`config.mk`:
```
export PLATFORM = sky130hd
export DESIGN_NAME = mem_stage_flat
export DESIGN_NICKNAME = d
export VERILOG_FILES = /design/src/rtl/mem_stage_if.sv /design/src/rtl/mem_stage.sv /design/src/flat_wrapper.sv
export SDC_FILE = /design/constraint.sdc
export NUM_CORES = 1
export LEC_CHECK = 0
export ABC_AREA = 1
export CORE_ASPECT_RATIO = 0.7
export CORE_MARGIN = 8
export CORE_UTILIZATION = 31
export CTS_BUF_LIST = sky130_fd_sc_hd__clkbuf_4
export CTS_CLUSTER_SIZE = 40
export DETAILED_ROUTE_END_ITERATION = 16
export GPL_TIMING_DRIVEN = 1
export PLACE_DENSITY = 0.7
export SYNTH_ARGS = -nofsm -noshare
export SYNTH_HDL_FRONTEND = slang
export SYNTH_SLANG_ARGS = --single-unit
export TNS_END_PERCENT = 30
```
`constraint.sdc`:
```
create_clock -name clk -period 10.7 [get_ports clk]
set_clock_uncertainty 0.2 [all_clocks]
set_input_delay 1.07 -clock clk [delete_from_list [all_inputs] [get_ports clk]]
set_output_delay 1.07 -clock clk [all_outputs]
set_load 0.01 [all_outputs]
```
`src/rtl/mem_stage_if.sv`:
```
// Data-memory request/ready bus between the MEM stage (master) and the memory (slave).
interface mem_stage_if;
    logic        dmem_req;
    logic        dmem_we;
    logic [31:0] dmem_addr;
    logic [31:0] dmem_wdata;
    logic [31:0] dmem_rdata;
    logic        dmem_ready;

    modport master (
        output dmem_req,
        output dmem_we,
        output dmem_addr,
        output dmem_wdata,
        input  dmem_rdata,
        input  dmem_ready
    );

    modport slave (
        input  dmem_req,
        input  dmem_we,
        input  dmem_addr,
        input  dmem_wdata,
        output dmem_rdata,
        output dmem_ready
    );
endinterface

```
`src/rtl/mem_stage.sv`:
```
// MEM pipeline stage: variable-latency data-memory access, upstream stall, branch/jump
// redirect, MEM/WB register and sticky data-memory timeout error.
module mem_stage #(
    parameter int unsigned TIMEOUT = 16
) (
    input  logic         clk,
    input  logic         rst,
    input  logic         ex_mem_ctrl_reg_write,
    input  logic         ex_mem_ctrl_mem_to_reg,
    input  logic         ex_mem_ctrl_mem_read,
    input  logic         ex_mem_ctrl_mem_write,
    input  logic         ex_mem_ctrl_branch,
    input  logic         ex_mem_ctrl_jump,
    input  logic [31:0]  ex_mem_alu_out,
    input  logic [31:0]  ex_mem_reg_b_data,
    input  logic [4:0]   ex_mem_write_reg_dst,
    input  logic         ex_mem_alu_zero,
    input  logic [31:0]  ex_mem_pc_branch,
    input  logic [31:0]  ex_mem_pc_jump,
    mem_stage_if.master  dmem,
    output logic         stall_mem,
    output logic         pc_redirect,
    output logic [31:0]  pc_target,
    output logic         mem_err,
    output logic         mem_wb_reg_write,
    output logic [4:0]   mem_wb_write_reg_dst,
    output logic [31:0]  mem_wb_data,
    output logic [31:0]  mem_wb_alu_out,
    output logic [31:0]  mem_wb_mem_rdata,
    output logic         mem_wb_ctrl_mem_to_reg
);

    typedef enum logic [1:0] {StIdle, StWait, StErr} state_e;

    localparam logic [7:0] LastCnt = 8'(TIMEOUT - 1);

    state_e      r_state;
    state_e      w_state_next;
    logic [7:0]  r_wait_cnt;
    logic [7:0]  w_wait_cnt_next;
    logic        w_mem_op;
    logic        w_is_load;
    logic        w_req;
    logic        w_stall;
    logic        w_err;

    logic        r_reg_write;
    logic [4:0]  r_write_reg_dst;
    logic [31:0] r_data;
    logic [31:0] r_alu_out;
    logic [31:0] r_mem_rdata;
    logic        r_mem_to_reg;

    // A set write bit wins, so read+write is a store.
    assign w_mem_op  = ex_mem_ctrl_mem_read | ex_mem_ctrl_mem_write;
    assign w_is_load = ex_mem_ctrl_mem_read & ~ex_mem_ctrl_mem_write;

    assign dmem.dmem_req   = w_req;
    assign dmem.dmem_we    = ex_mem_ctrl_mem_write;
    assign dmem.dmem_addr  = {ex_mem_alu_out[31:2], 2'b00};
    assign dmem.dmem_wdata = ex_mem_reg_b_data;

    assign stall_mem = w_stall;
    assign mem_err   = w_err;

    always_ff @(posedge clk or posedge rst) begin
        if (rst) begin
            r_state    <= StIdle;
            r_wait_cnt <= 8'd0;
        end else begin
            r_state    <= w_state_next;
            r_wait_cnt <= w_wait_cnt_next;
        end
    end

    always_comb begin
        w_state_next    = r_state;
        w_wait_cnt_next = r_wait_cnt;
        w_req           = 1'b0;
        w_stall         = 1'b0;
        w_err           = 1'b0;
        unique case (r_state)
            StIdle: begin
                w_req = w_mem_op;
                if (w_mem_op && !dmem.dmem_ready) begin
                    w_stall         = 1'b1;
                    w_state_next    = StWait;
                    w_wait_cnt_next = 8'd0;
                end
            end
            StWait: begin
                w_req = 1'b1;
                if (dmem.dmem_ready) begin
                    w_state_next = StIdle;
                end else if (r_wait_cnt == LastCnt) begin
                    w_stall      = 1'b1;
                    w_state_next = StErr;
                end else begin
                    w_stall         = 1'b1;
                    w_wait_cnt_next = r_wait_cnt + 8'd1;
                end
            end
            StErr: begin
                w_stall = 1'b1;
                w_err   = 1'b1;
            end
            default: w_state_next = StIdle;
        endcase
    end

    always_comb begin
        pc_redirect = 1'b0;
        pc_target   = 32'd0;
        if (!w_stall) begin
            if (ex_mem_ctrl_jump) begin
                pc_redirect = 1'b1;
                pc_target   = ex_mem_pc_jump;
            end else if (ex_mem_ctrl_branch && ex_mem_alu_zero) begin
                pc_redirect = 1'b1;
                pc_target   = ex_mem_pc_branch;
            end
        end
    end

    // A stalled cycle becomes a bubble; payload fields hold their last value.
    always_ff @(posedge clk or posedge rst) begin
        if (rst) begin
            r_reg_write     <= 1'b0;
            r_write_reg_dst <= 5'd0;
            r_data          <= 32'd0;
            r_alu_out       <= 32'd0;
            r_mem_rdata     <= 32'd0;
            r_mem_to_reg    <= 1'b0;
        end else if (w_stall) begin
            r_reg_write  <= 1'b0;
            r_mem_to_reg <= 1'b0;
        end else begin
            r_reg_write     <= ex_mem_ctrl_reg_write;
            r_write_reg_dst <= ex_mem_write_reg_dst;
            r_alu_out       <= ex_mem_alu_out;
            r_mem_rdata     <= w_is_load ? dmem.dmem_rdata : 32'd0;
            r_mem_to_reg    <= ex_mem_ctrl_mem_to_reg;
            r_data          <= ex_mem_ctrl_mem_to_reg ? dmem.dmem_rdata : ex_mem_alu_out;
        end
    end

    assign mem_wb_reg_write       = r_reg_write;
    assign mem_wb_write_reg_dst   = r_write_reg_dst;
    assign mem_wb_data            = r_data;
    assign mem_wb_alu_out         = r_alu_out;
    assign mem_wb_mem_rdata       = r_mem_rdata;
    assign mem_wb_ctrl_mem_to_reg = r_mem_to_reg;

endmodule

```
`src/flat_wrapper.sv`:
```
// flat-port wrapper written by rule: the top's interface ports become plain ports
module mem_stage_flat 
#(
    parameter int unsigned TIMEOUT = 16
)
  (clk, rst, ex_mem_ctrl_reg_write, ex_mem_ctrl_mem_to_reg, ex_mem_ctrl_mem_read, ex_mem_ctrl_mem_write, ex_mem_ctrl_branch, ex_mem_ctrl_jump, ex_mem_alu_out, ex_mem_reg_b_data, ex_mem_write_reg_dst, ex_mem_alu_zero, ex_mem_pc_branch, ex_mem_pc_jump, stall_mem, pc_redirect, pc_target, mem_err, mem_wb_reg_write, mem_wb_write_reg_dst, mem_wb_data, mem_wb_alu_out, mem_wb_mem_rdata, mem_wb_ctrl_mem_to_reg, dmem_dmem_req, dmem_dmem_we, dmem_dmem_addr, dmem_dmem_wdata, dmem_dmem_rdata, dmem_dmem_ready);
  mem_stage_if dmem_i ();
  input  logic clk;
  input  logic rst;
  input  logic ex_mem_ctrl_reg_write;
  input  logic ex_mem_ctrl_mem_to_reg;
  input  logic ex_mem_ctrl_mem_read;
  input  logic ex_mem_ctrl_mem_write;
  input  logic ex_mem_ctrl_branch;
  input  logic ex_mem_ctrl_jump;
  input  logic [31:0] ex_mem_alu_out;
  input  logic [31:0] ex_mem_reg_b_data;
  input  logic [4:0] ex_mem_write_reg_dst;
  input  logic ex_mem_alu_zero;
  input  logic [31:0] ex_mem_pc_branch;
  input  logic [31:0] ex_mem_pc_jump;
  output logic stall_mem;
  output logic pc_redirect;
  output logic [31:0] pc_target;
  output logic mem_err;
  output logic mem_wb_reg_write;
  output logic [4:0] mem_wb_write_reg_dst;
  output logic [31:0] mem_wb_data;
  output logic [31:0] mem_wb_alu_out;
  output logic [31:0] mem_wb_mem_rdata;
  output logic mem_wb_ctrl_mem_to_reg;
  output wire logic [$bits(dmem_i.dmem_req)-1:0] dmem_dmem_req;
  output wire logic [$bits(dmem_i.dmem_we)-1:0] dmem_dmem_we;
  output wire logic [$bits(dmem_i.dmem_addr)-1:0] dmem_dmem_addr;
  output wire logic [$bits(dmem_i.dmem_wdata)-1:0] dmem_dmem_wdata;
  input wire logic [$bits(dmem_i.dmem_rdata)-1:0] dmem_dmem_rdata;
  input wire logic [$bits(dmem_i.dmem_ready)-1:0] dmem_dmem_ready;
  assign dmem_dmem_req = dmem_i.dmem_req;
  assign dmem_dmem_we = dmem_i.dmem_we;
  assign dmem_dmem_addr = dmem_i.dmem_addr;
  assign dmem_dmem_wdata = dmem_i.dmem_wdata;
  assign dmem_i.dmem_rdata = dmem_dmem_rdata;
  assign dmem_i.dmem_ready = dmem_dmem_ready;
  mem_stage #(.TIMEOUT(TIMEOUT)) u_core (.clk(clk), .rst(rst), .ex_mem_ctrl_reg_write(ex_mem_ctrl_reg_write), .ex_mem_ctrl_mem_to_reg(ex_mem_ctrl_mem_to_reg), .ex_mem_ctrl_mem_read(ex_mem_ctrl_mem_read), .ex_mem_ctrl_mem_write(ex_mem_ctrl_mem_write), .ex_mem_ctrl_branch(ex_mem_ctrl_branch), .ex_mem_ctrl_jump(ex_mem_ctrl_jump), .ex_mem_alu_out(ex_mem_alu_out), .ex_mem_reg_b_data(ex_mem_reg_b_data), .ex_mem_write_reg_dst(ex_mem_write_reg_dst), .ex_mem_alu_zero(ex_mem_alu_zero), .ex_mem_pc_branch(ex_mem_pc_branch), .ex_mem_pc_jump(ex_mem_pc_jump), .dmem(dmem_i), .stall_mem(stall_mem), .pc_redirect(pc_redirect), .pc_target(pc_target), .mem_err(mem_err), .mem_wb_reg_write(mem_wb_reg_write), .mem_wb_write_reg_dst(mem_wb_write_reg_dst), .mem_wb_data(mem_wb_data), .mem_wb_alu_out(mem_wb_alu_out), .mem_wb_mem_rdata(mem_wb_mem_rdata), .mem_wb_ctrl_mem_to_reg(mem_wb_ctrl_mem_to_reg));
endmodule
```
==> implementation parameters <==
Parameter                              Value

Clock network
  Worst skew pair latency ... just over 0.5 ns
  CTS-repair resized insts ... 0
  Num Clock Sinks ... about 110
  Number of buffers inserted during clock tree synthesis ... 17
  Hold bufs inserted after CTS ... 0
  CTS clock-pin slew for the worst setup and hold paths ... 0.10 ns
  Cell chosen for the clock root ... clkbuf_4
  TritonCTS clock tree ... yes
  Clock tree buffer depth ... 2
  # H-tree levels ... 4
  Number of setup buffers added after CTS ... 0

Min path
  Hold worst-path end ... u_core.mem_wb_data[25]$_DFFE_PP0N_
  Class of the worst hold path ... register to register
  Count of cells along the worst hold path ... 2
  Hold Crit Start ... u_core.mem_wb_data[25]$_DFFE_PP0N_

Synth
  Netlist cell types ... 21
  Cells taking the most area after synthesis ... dfrtp_1, nand2_1, buf_4, nand4_1, a21oi_1
  Avg Inst Size Synth ... 7.382 sq um
  Seq/Total Area, Yosys ... 47.41%
  Cell Area, Synth ... ~6000 sq um
  Warnings from Yosys ... 0
  Synth top area share ... 47.41%
  Post-synthesis cell type with the largest combined area ... dfrtp_1
  Gate count of the mapped netlist ... 808
  Post-synthesis sequential element count ... 113

Die
  Number of rows in the core area ... 42
  Die ar. ... 24010 sq um
  Top-level I/O count ... 379
  Horizontal extent of the die ... 181.8 microns
  Initial core utilization ... 31.62%
  Floorplan core area ... 18870 sq um
  Chip Height ... 132.1 microns

Cells and area
  Area grow syn2layout ... 51.48%
  Antenna diode instance count ... 0
  Fraction of final layout cells with drive strength greater than 1 ... 4.585%
  Net count of the finished layout ... about 1200
  Total of fill cells in the finished design ... between 1500 and 2000

Drt
  Initial detailed-routing violation count ... 372
  Total DRC errors in the routed layout ... 0
  Post-DR wirelength/cell ... between 15 and 20 microns
  Post-route ant nets ... 0
  Via count normalized by instance count ... 4.630
  Post-detailed-routing wire length ... 22020 microns
  Total via count after detailed routing ... 5968
  Drt pass-1 iters ... 5

Run status
  Status ... complete, no violations

Worst setup path
  Data arrival at the endpoint of the critical path ... 3.55 ns
  Required @ worst endpoint ... about 9.4 ns
  CP Capture Type ... primary output
  Critical Path Source Type ... primary input
  Startpoint of the lowest-slack register-to-register path ... u_core.r_state[1]$_DFFE_PP0P_
  Flop2flop setup slack ... ~8.4 ns
  Critical-path maximum fanout ... 34
  R2r endpoint ... u_core.mem_wb_mem_rdata[28]$_DFFE_PP0N_
  Worst Setup Path Type ... primary input to primary output
  R2R depth ... 7

Placed design
  Final weighted congestion in routability-driven placement ... 0.8144
  Pre-CTS setup slack ... 5.806 ns
  DP Wirelength ... between 15000 and 20000 microns
  IO Port Bufs ... 312

Timing
  Relative slew slack ... 34.10%
  Highest clock frequency the design can meet ... approximately 0.21 GHz
  Clock period minus final worst setup slack ... 4.818 ns
  Count of pins over their slew limit ... 0
  Final Hold Slack ... 0.2869 ns
  Portion of the clock cycle consumed by the worst path in the final layout ... a little under half
  # setup viols final ... 0
  Final worst-path setup slack ... 5.882 ns
  Hold Vio Cnt, Final ... 0
  Unrepaired setup endpoints after global routing ... no
  Slew at the pin closest to its max-slew limit ... around 1 ns
  Setup total negative slack ... 0 ns

Pwr
  Share of power burned in registers ... roughly half
  Combinational cell fraction of total power ... 13.3%
  Static Leak ... 4.215 nW
  Switching power summed over all nets ... between 200 and 250 uW
  P_int ... 655.2 uW
  Clock share of power ... 38.5%
  Total power after layout ... 884.7 uW
  Power density normalized to cell area ... 97.92 nW/um^2
  Maximum ir drop on the vdd rail ... between 0.00004 and 0.00005 V
  Sw Share ... approximately a quarter

GRT
  Largest net degree at the start of global routing ... 91
  Total track usage ... 18.04%
  Via count of the first global-routing pass ... 5921
  Total overflow reported by the global router ... 0
  First-pass GRT wire length ... 34460 microns
  Number of antenna violations at the first check in global routing ... 1

Run
  Maximum capacitance violations ... 0
## metrics by stage
step	cells	cell area [sq um]	utilization [%]
detailed placement	1257	8735	46.30
floorplan	809	5968	-
global route	1289	9035	47.89
global placement	1257	8735	46.30
finish	1289	9035	47.89
CTS	1289	9035	47.89
## logic make-up (layout without fill, tap and decap cells)
| kind of cell | after synthesis | in the layout | synth area share (%) |
|---|---|---|---|
| AO/OA/AOI/OAI | 72 | 72 | 6.063 |
| other | 1 | 2 | 0.06287 |
| buffers and inverters | 130 | 368 | 13.30 |
| adder cells (fa/ha/maj) | 1 | 1 | 0.2097 |
| XOR/XNOR | 2 | 2 | 0.2937 |
| AND/OR/NAND/NOR | 489 | 489 | 32.66 |
| flip-flops | 113 | 113 | 47.41 |
## per-layer routing
layer  track usage (%)  routed length (microns)  share of wire [%]
met1             22.40                     9584                 44
met2             27.85                     9985                 45
met3             8.535                     2238                 10
met4             4.405                      202               0.92
met5                 0                       13              0.059
## worst max-delay path, cell delays in order
cell and delay, ns:
clkdlybuf4s50_1 0.40, buf_4 0.25, inv_1 0.76, nand4_1 0.16
a21oi_1 0.30, clkdlybuf4s50_1 0.59
## cells in the final DEF, fill, tap and decap left out, types with 4 or more instances in the layout
cell,instances
nand2_1,431
clkdlybuf4s50_1,312
dfrtp_1,113
o21ai_0,33
a21oi_1,33
nand4_1,32
clkbuf_4,18
nor2_1,13
inv_1,10
buf_4,9
nand3_1,8
o21ai_1,5
inv_2,4
## cells in the mapped netlist
library cell	n
nand2_1	431
nand3_4	1
a21oi_1	33
dfrtp_1	113
conb_1	1
buf_6	1
nor2_2	2
ha_1	1
nand4_1	32
o21ai_1	5
inv_2	4
clkbuf_1	28
o21ai_0	33
xor2_1	2
buf_2	10
a31oi_1	1
inv_1	11
buf_4	76
nor2_1	14
nand3b_1	1
nand3_1	8
## power by group through the flow
stage	logic (mW)	registers, mW	clock network [mW]
floorplan	0.0572	0.435	0
global placement	0.118	0.435	0
detailed placement	0.118	0.435	0
CTS	0.119	0.427	0.357
global route	0.129	0.427	0.375
finish	0.117	0.427	0.340
## worst max path at each step
stage,startpoint,endpoint,slack [ns],depth (start not counted)
6_report,ex_mem_ctrl_jump,pc_target[3],5.88,6
5_1_grt,ex_mem_ctrl_jump,pc_target[3],5.67,6
4_1_cts,ex_mem_ctrl_jump,pc_target[3],5.80,6
3_5_place_dp,ex_mem_ctrl_jump,pc_target[3],5.81,6
3_3_place_gp,ex_mem_ctrl_jump,pc_target[3],5.84,6
2_1_floorplan,rst,u_core.mem_wb_alu_out[0]$_DFFE_PP0N_,6.44,1
## layout make-up
| type | count | area (sq um) | area share, % |
|---|---|---|---|
| Timing Repair Buffer | 321 | 3191 | 35.31 |
| Clock buffer | 18 | 135.1 | 1.496 |
| Inverter | 15 | 58.81 | 0.6509 |
| Sequential cell | 113 | 2828 | 31.30 |
| Multi-Input combinational cell | 566 | 2355 | 26.06 |
| Clock inverter | 14 | 165.2 | 1.828 |
| Tap cell | 242 | 302.8 | 3.351 |
Note: power is estimated with default switching activity, not from simulation.
==> RTL edit 1: new RTL, same flow settings <==
Encoding of `state_e`: now one-hot (3 bits for 3 states).
--- a/src/rtl/mem_stage.sv
+++ b/src/rtl/mem_stage.sv
@@ -32,3 +32,3 @@
 
-    typedef enum logic [1:0] {StIdle, StWait, StErr} state_e;
+    typedef enum logic [2:0] {StIdle = 3'b001, StWait = 3'b010, StErr = 3'b100} state_e;
 
Formal check against the unedited RTL: same outputs for any inputs over 4 cycles, from zero or initial values and one cycle with rst high; so few cycles prove little.
==> RTL edit 1 against the original RTL <==
- sequential power is 0.9% higher
- critical path depth grew 1
- power fell by 5.5%
- die area rose by 0.26%
- largest power group unchanged
- count of clock-buffer cells in the layout is 1 lower
- first-iteration DRC count down 13%
- synthesized area rose by 0.29%
- worst setup slack got worse by 99 ps
- final area fell by 1.2%
- sequential cell count is 1 higher
- routed wire length fell by 4.8%
- final cell count shrank 4.3%
==> RTL edit 1: results (changes against the original RTL) <==
- Static power due to leakage: 3.81 nW (-9.5%)
- PwrDens: 93.7 nW/um^2 (-4.3%)
- Global-route wire length before repair: 32,900 um (-4.4%)
- Remaining routing DRC violations: 0 (unchanged)
- Via Count: 5,753 (-3.6%)
- Highest net fanout along the worst path: 98 (+190%)
- Tightest Hold Check Type: reg2reg
- Maximum number of pins on one net before global-route repair: 120 (+32%)
- Worst R2R End: u_core.mem_wb_write_reg_dst[0]
- Buffer cell driving the clock tree root: clkbuf_4
- Starting DRC count in detailed routing: 325 (-13%)
- Source of the worst hold timing path: u_core.mem_wb_write_reg_dst[2]
- Top post-synthesis cells by count: nand2_1, dfrtp_1, o21ai_0
- GR Util All Layers: 17.1% (-0.89 points)
- Least-Margin Pin Slew: 1310 ps (+326 ps)
- DP Cell Count: 1,200 (-4.5%)
- Fill cell total of the finished layout: 1,831 (-2.1%)
- Post-place instance area: 8680 sq um (-0.67%)
- Post-CTS Repair Setup Buffers: 0 (unchanged)
- Detail-routed via count per cell: 4.67 (+0.78%)
- Total of buffers placed on input and output ports: 312 (unchanged)
- Post-detailed-placement half-perimeter wirelength: 15,400 um (-4.1%)
- Worst hold path endpoint: u_core.mem_wb_write_reg_dst[2]
- TritonCTS buffer count: 17 (unchanged)
- Leading post-synthesis cells by cell area: dfrtp_1, nand2_1, buf_4, o21ai_0, nand4_1
- Final hold slack: 292 ps (+4.97 ps)
- Post-synthesis cell count: 756 (-6.4%)
- Maximum level of the CTS H-tree: 4 (unchanged)
- Critical Path AT: 3650 ps (+100 ps)
- Yosys warnings: 0 (unchanged)
- Sequential-to-total area share from yosys stat: 47.7% (+0.30 points)
- Buffers from clock root to sink, at most: 2 (unchanged)
- Final weighted congestion of routability-driven global placement: 0.855 (+4.9%)
- Fraction of layout cells with a size suffix above 1: 4.45% (-0.14 points)
- Placement-stage worst setup slack: 5760 ps (-41.7 ps)
- Number of cells on the worst hold path: 2 (unchanged)
- Register clock-pin slew on the reported worst setup and hold paths: 90 ps
- Worst setup slack for register-to-register paths: 8000 ps (-410 ps)
- Vias in the first global route: 5,739 (-3.1%)
- Total Routed Length: 21,000 um (-4.8%)
- Launch point of the worst reg-to-reg path: u_core.r_state[0]
- Worst IR drop on VDD: 0.0641 mV (+43%)
- Number of instances resized during post-cts repair: 0 (unchanged)
- Share of flip-flops with an asynchronous set or reset after synthesis: 100% (unchanged)
- Worst R2R Path Depth: 8 (+1)
- Drt first pass iters: 5 (unchanged)
- Initial antenna violation count: 1 (unchanged)
- Outcome: finished clean
- Number of library cell types mapped by synthesis: 24 (+14%)
RTL edit 1: changes by cell type after synthesis, moves of 5 or more:
cell	unedited run	this run
buf_2	10	4
buf_6	1	10
nand2_1	431	234
inv_1	11	47
nor2_1	14	24
o21ai_1	5	34
o21ai_0	33	99
buf_4	76	71
RTL edit 1: power breakdown:
part | switching (mW) | internal (mW) | leakage, nW
registers | 0 | 0.431 | 1.57
logic | 0.0507 | 0.0638 | 2.11
clock network | 0.178 | 0.113 | 0.133
RTL edit 1: area by class of cell:
type,count,share of cell area (%)
Inverter,47,2.00
Multi-Input combinational cell,480,24.4
Antenna cell,2,0.0561
Clock buffer,17,1.43
Timing Repair Buffer,317,35.4
Clock inverter,14,1.30
Sequential cell,114,32.0
Tap cell,242,3.39
RTL edit 1: worst max-delay path by stage:
stage,start,endpoint,slack (ps),cells after the start
after floorplan,rst,u_core.mem_wb_alu_out[0],6420,1
after global placement,ex_mem_ctrl_mem_write,stall_mem,5780,7
after detailed placement,ex_mem_ctrl_mem_write,stall_mem,5760,7
after CTS,ex_mem_ctrl_mem_write,stall_mem,5760,7
after global routing,ex_mem_ctrl_mem_write,stall_mem,5580,7
final,ex_mem_ctrl_mem_write,stall_mem,5780,7
RTL edit 1: kinds of logic (layout without fill, tap and decap cells):
logic type / Yosys count / count (layout) / share of synthesized area [%]
and+or+nand+nor: 311 / 311 / 22.1
AOI/OAI and AO/OA: 166 / 166 / 13.9
buffers and inverters: 163 / 395 / 16.0
DFF: 114 / 114 / 47.7
adders and majority gates: 1 / 1 / 0.209
other: 1 / 4 / 0.0627
RTL edit 1: routing by layer:
metal  up-vias  track usage (%)  share of wire [%]
met2       244             26.5                 45
li1       2833                -                  -
met4         0             4.31               0.79
met1      2663             20.6                 42
met3        13             9.17                 12
met5         -                0                  0
RTL edit 1: critical path, stage by stage:
cell and delay [ps]:
clkdlybuf4s50_1 550, nor2_1 90, nor2_1 120, nand2_2 150, nand3_4 230, buf_4 690
clkdlybuf4s50_1 690
==> RTL edit 2: new RTL, same flow settings <==
Made on the original files. `TIMEOUT` is set to 16 in 2 places; all go to 8.
--- a/src/rtl/mem_stage.sv
+++ b/src/rtl/mem_stage.sv
@@ -3,3 +3,3 @@
 module mem_stage #(
-    parameter int unsigned TIMEOUT = 16
+    parameter int unsigned TIMEOUT = 8
 ) (
--- a/src/flat_wrapper.sv
+++ b/src/flat_wrapper.sv
@@ -3,3 +3,3 @@
 #(
-    parameter int unsigned TIMEOUT = 16
+    parameter int unsigned TIMEOUT = 8
 )
Behaviour: same outputs for any inputs over 4 cycles, from zero or initial values and one cycle with rst high; that may be too few to reach the edited logic, so the function may still have changed.
==> RTL edit 2 against the original RTL <==
- maximum frequency rose by 3.5%
- critical endpoint is now pc_target[28]
- routed wire length grew 2.4%
- sequential cell count is the same
- first-iteration DRC count is 24% higher
- power rose by 0.27%
- worst setup slack gained 160 ps
- global-route usage is 0.49 points higher
- utilization is 0.18 points lower
- die area decreased by 0.87%
- largest power group unchanged
- final area is 0.65% lower
- synthesized area fell by 0.96%
==> RTL edit 2: results (changes against the original RTL) <==
- Drt first pass iters: 7 (+2)
- Worst max-slew margin expressed relative to the limit: 22.7% (-11 points)
- Total of buffers placed on input and output ports: 312 (unchanged)
- Critical Path AT: 3390 ps (-160 ps)
- TritonCTS buffer count: 17 (unchanged)
- Static power due to leakage: 4.01 nW (-5.0%)
- Insertion delay to the later sink of the worst-skew pair: 520 ps
- Max stage delay cell, worst path: inv_1
- GR Util All Layers: 18.5% (+0.49 points)
- Post-detailed-placement half-perimeter wirelength: 17,000 um (+5.3%)
- Outcome: finished clean
- CTS Hold Bufs: 0 (unchanged)
- Maximum number of pins on one net before global-route repair: 89 (-2.2%)
- Post-layout nets: 1,177 (-2.7%)
- Placement-stage worst setup slack: 6120 ps (+317 ps)
- Leading post-synthesis cells by cell area: dfrtp_1, nand2_1, o21ai_0, buf_4, nand4_1
- Sequential-to-total area share from yosys stat: 47.9% (+0.46 points)
- Fraction of layout cells with a size suffix above 1: 4.44% (-0.15 points)
- Worst IR drop on VDD: 0.0519 mV (+15%)
- Fill cell total of the finished layout: 1,837 (-1.8%)
- Global-route wire length before repair: 34,500 um (about the same)
- Detail-routed via count per cell: 4.67 (+0.79%)
- Vias in the first global route: 5,708 (-3.6%)
- Top post-synthesis cells by count: nand2_1, dfrtp_1, o21ai_0
- Number of library cell types mapped by synthesis: 20 (-4.8%)
- Highest net fanout along the worst path: 34 (unchanged)
- Crit path largest cell delay: 690 ps (-70 ps)
- Starting DRC count in detailed routing: 462 (+24%)
- Total Routed Length: 22,600 um (+2.4%)
- Internal power: 0.637 mW (-2.8%)
- Buffer cell driving the clock tree root: clkbuf_4
- Final weighted congestion of routability-driven global placement: 0.926 (+14%)
- Register clock-pin slew on the reported worst setup and hold paths: 120 ps (+20 ps)
- Maximum level of the CTS H-tree: 4 (unchanged)
## RTL edit 2: changes by cell type after synthesis, sizes merged, moves of 2 or more
cell    unedited run  this run
inv               15        52
clkbuf            28        24
xor2               2         0
o21ai             38       105
nand2            431       296
buf               87        92
## RTL edit 2: layout make-up
class / count / area, sq um / share of cell area, %
Tap cell: 242 / 303 / 3.37
Antenna cell: 1 / 2.50 / 0.0279
Inverter: 52 / 200 / 2.23
Clock inverter: 15 / 173 / 1.92
Timing Repair Buffer: 318 / 3160 / 35.2
Sequential cell: 113 / 2830 / 31.5
Clock buffer: 17 / 128 / 1.42
Multi-Input combinational cell: 499 / 2180 / 24.3
## RTL edit 2: worst paths after layout
check	start	end	slack [ps]	cells after the start
max	ex_mem_ctrl_jump	pc_target[28]	6040	6
min in group asynchronous	rst	u_core.mem_wb_reg_write	790	2
max reg2reg	u_core.r_state[1]	u_core.mem_wb_mem_rdata[12]	8010	6
max in group asynchronous	rst	u_core.mem_wb_mem_rdata[31]	8260	3
min reg2reg	u_core.mem_wb_data[27]	u_core.mem_wb_data[27]	290	2
min	u_core.mem_wb_data[27]	u_core.mem_wb_data[27]	290	2
## RTL edit 2: cells by family after synthesis
family,after synthesis,synth area share [%]
adders and majority gates,1,0.212
AOI/OAI and AO/OA,140,12.0
other,1,0.0635
and+or+nand+nor,356,24.3
DFF,113,47.9
buffers and inverters,168,15.5
## RTL edit 2: power by group through the flow
stage	sequential (mW)	clock (mW)	combinational [mW]
after detailed placement	0.435	0	0.116
after floorplan	0.435	0	0.0572
after global routing	0.427	0.384	0.126
after CTS	0.427	0.363	0.117
final	0.427	0.345	0.115
after global placement	0.435	0	0.116
## RTL edit 2: worst max-delay path, delay by kind of cell
family / cells / cell delay [ps]
AND/OR/NAND/NOR: 1 / 190
AO/OA/AOI/OAI: 1 / 210
buffers and inverters: 4 / 1890
## RTL edit 2: routing by layer
layer / track usage, % / share of wire (%) / vias to the layer above / wire length, um
li1: - / - / 2865 / -
met1: 22.4 / 42 / 2696 / 9510
met2: 28.8 / 45 / 278 / 10100
met3: 8.76 / 11 / 27 / 2490
met4: 5.90 / 1.8 / 0 / 416
met5: 0 / 0 / - / 0
## RTL edit 2: stage by stage
stage          total power [mW]  cell area (sq um)  std cells
2_1_floorplan             0.492               5910        780
3_3_place_gp              0.551               8670       1224
3_5_place_dp              0.551               8670       1224
4_1_cts                   0.907               8970       1256
5_1_grt                   0.936               8980       1257
6_report                  0.887               8980       1257
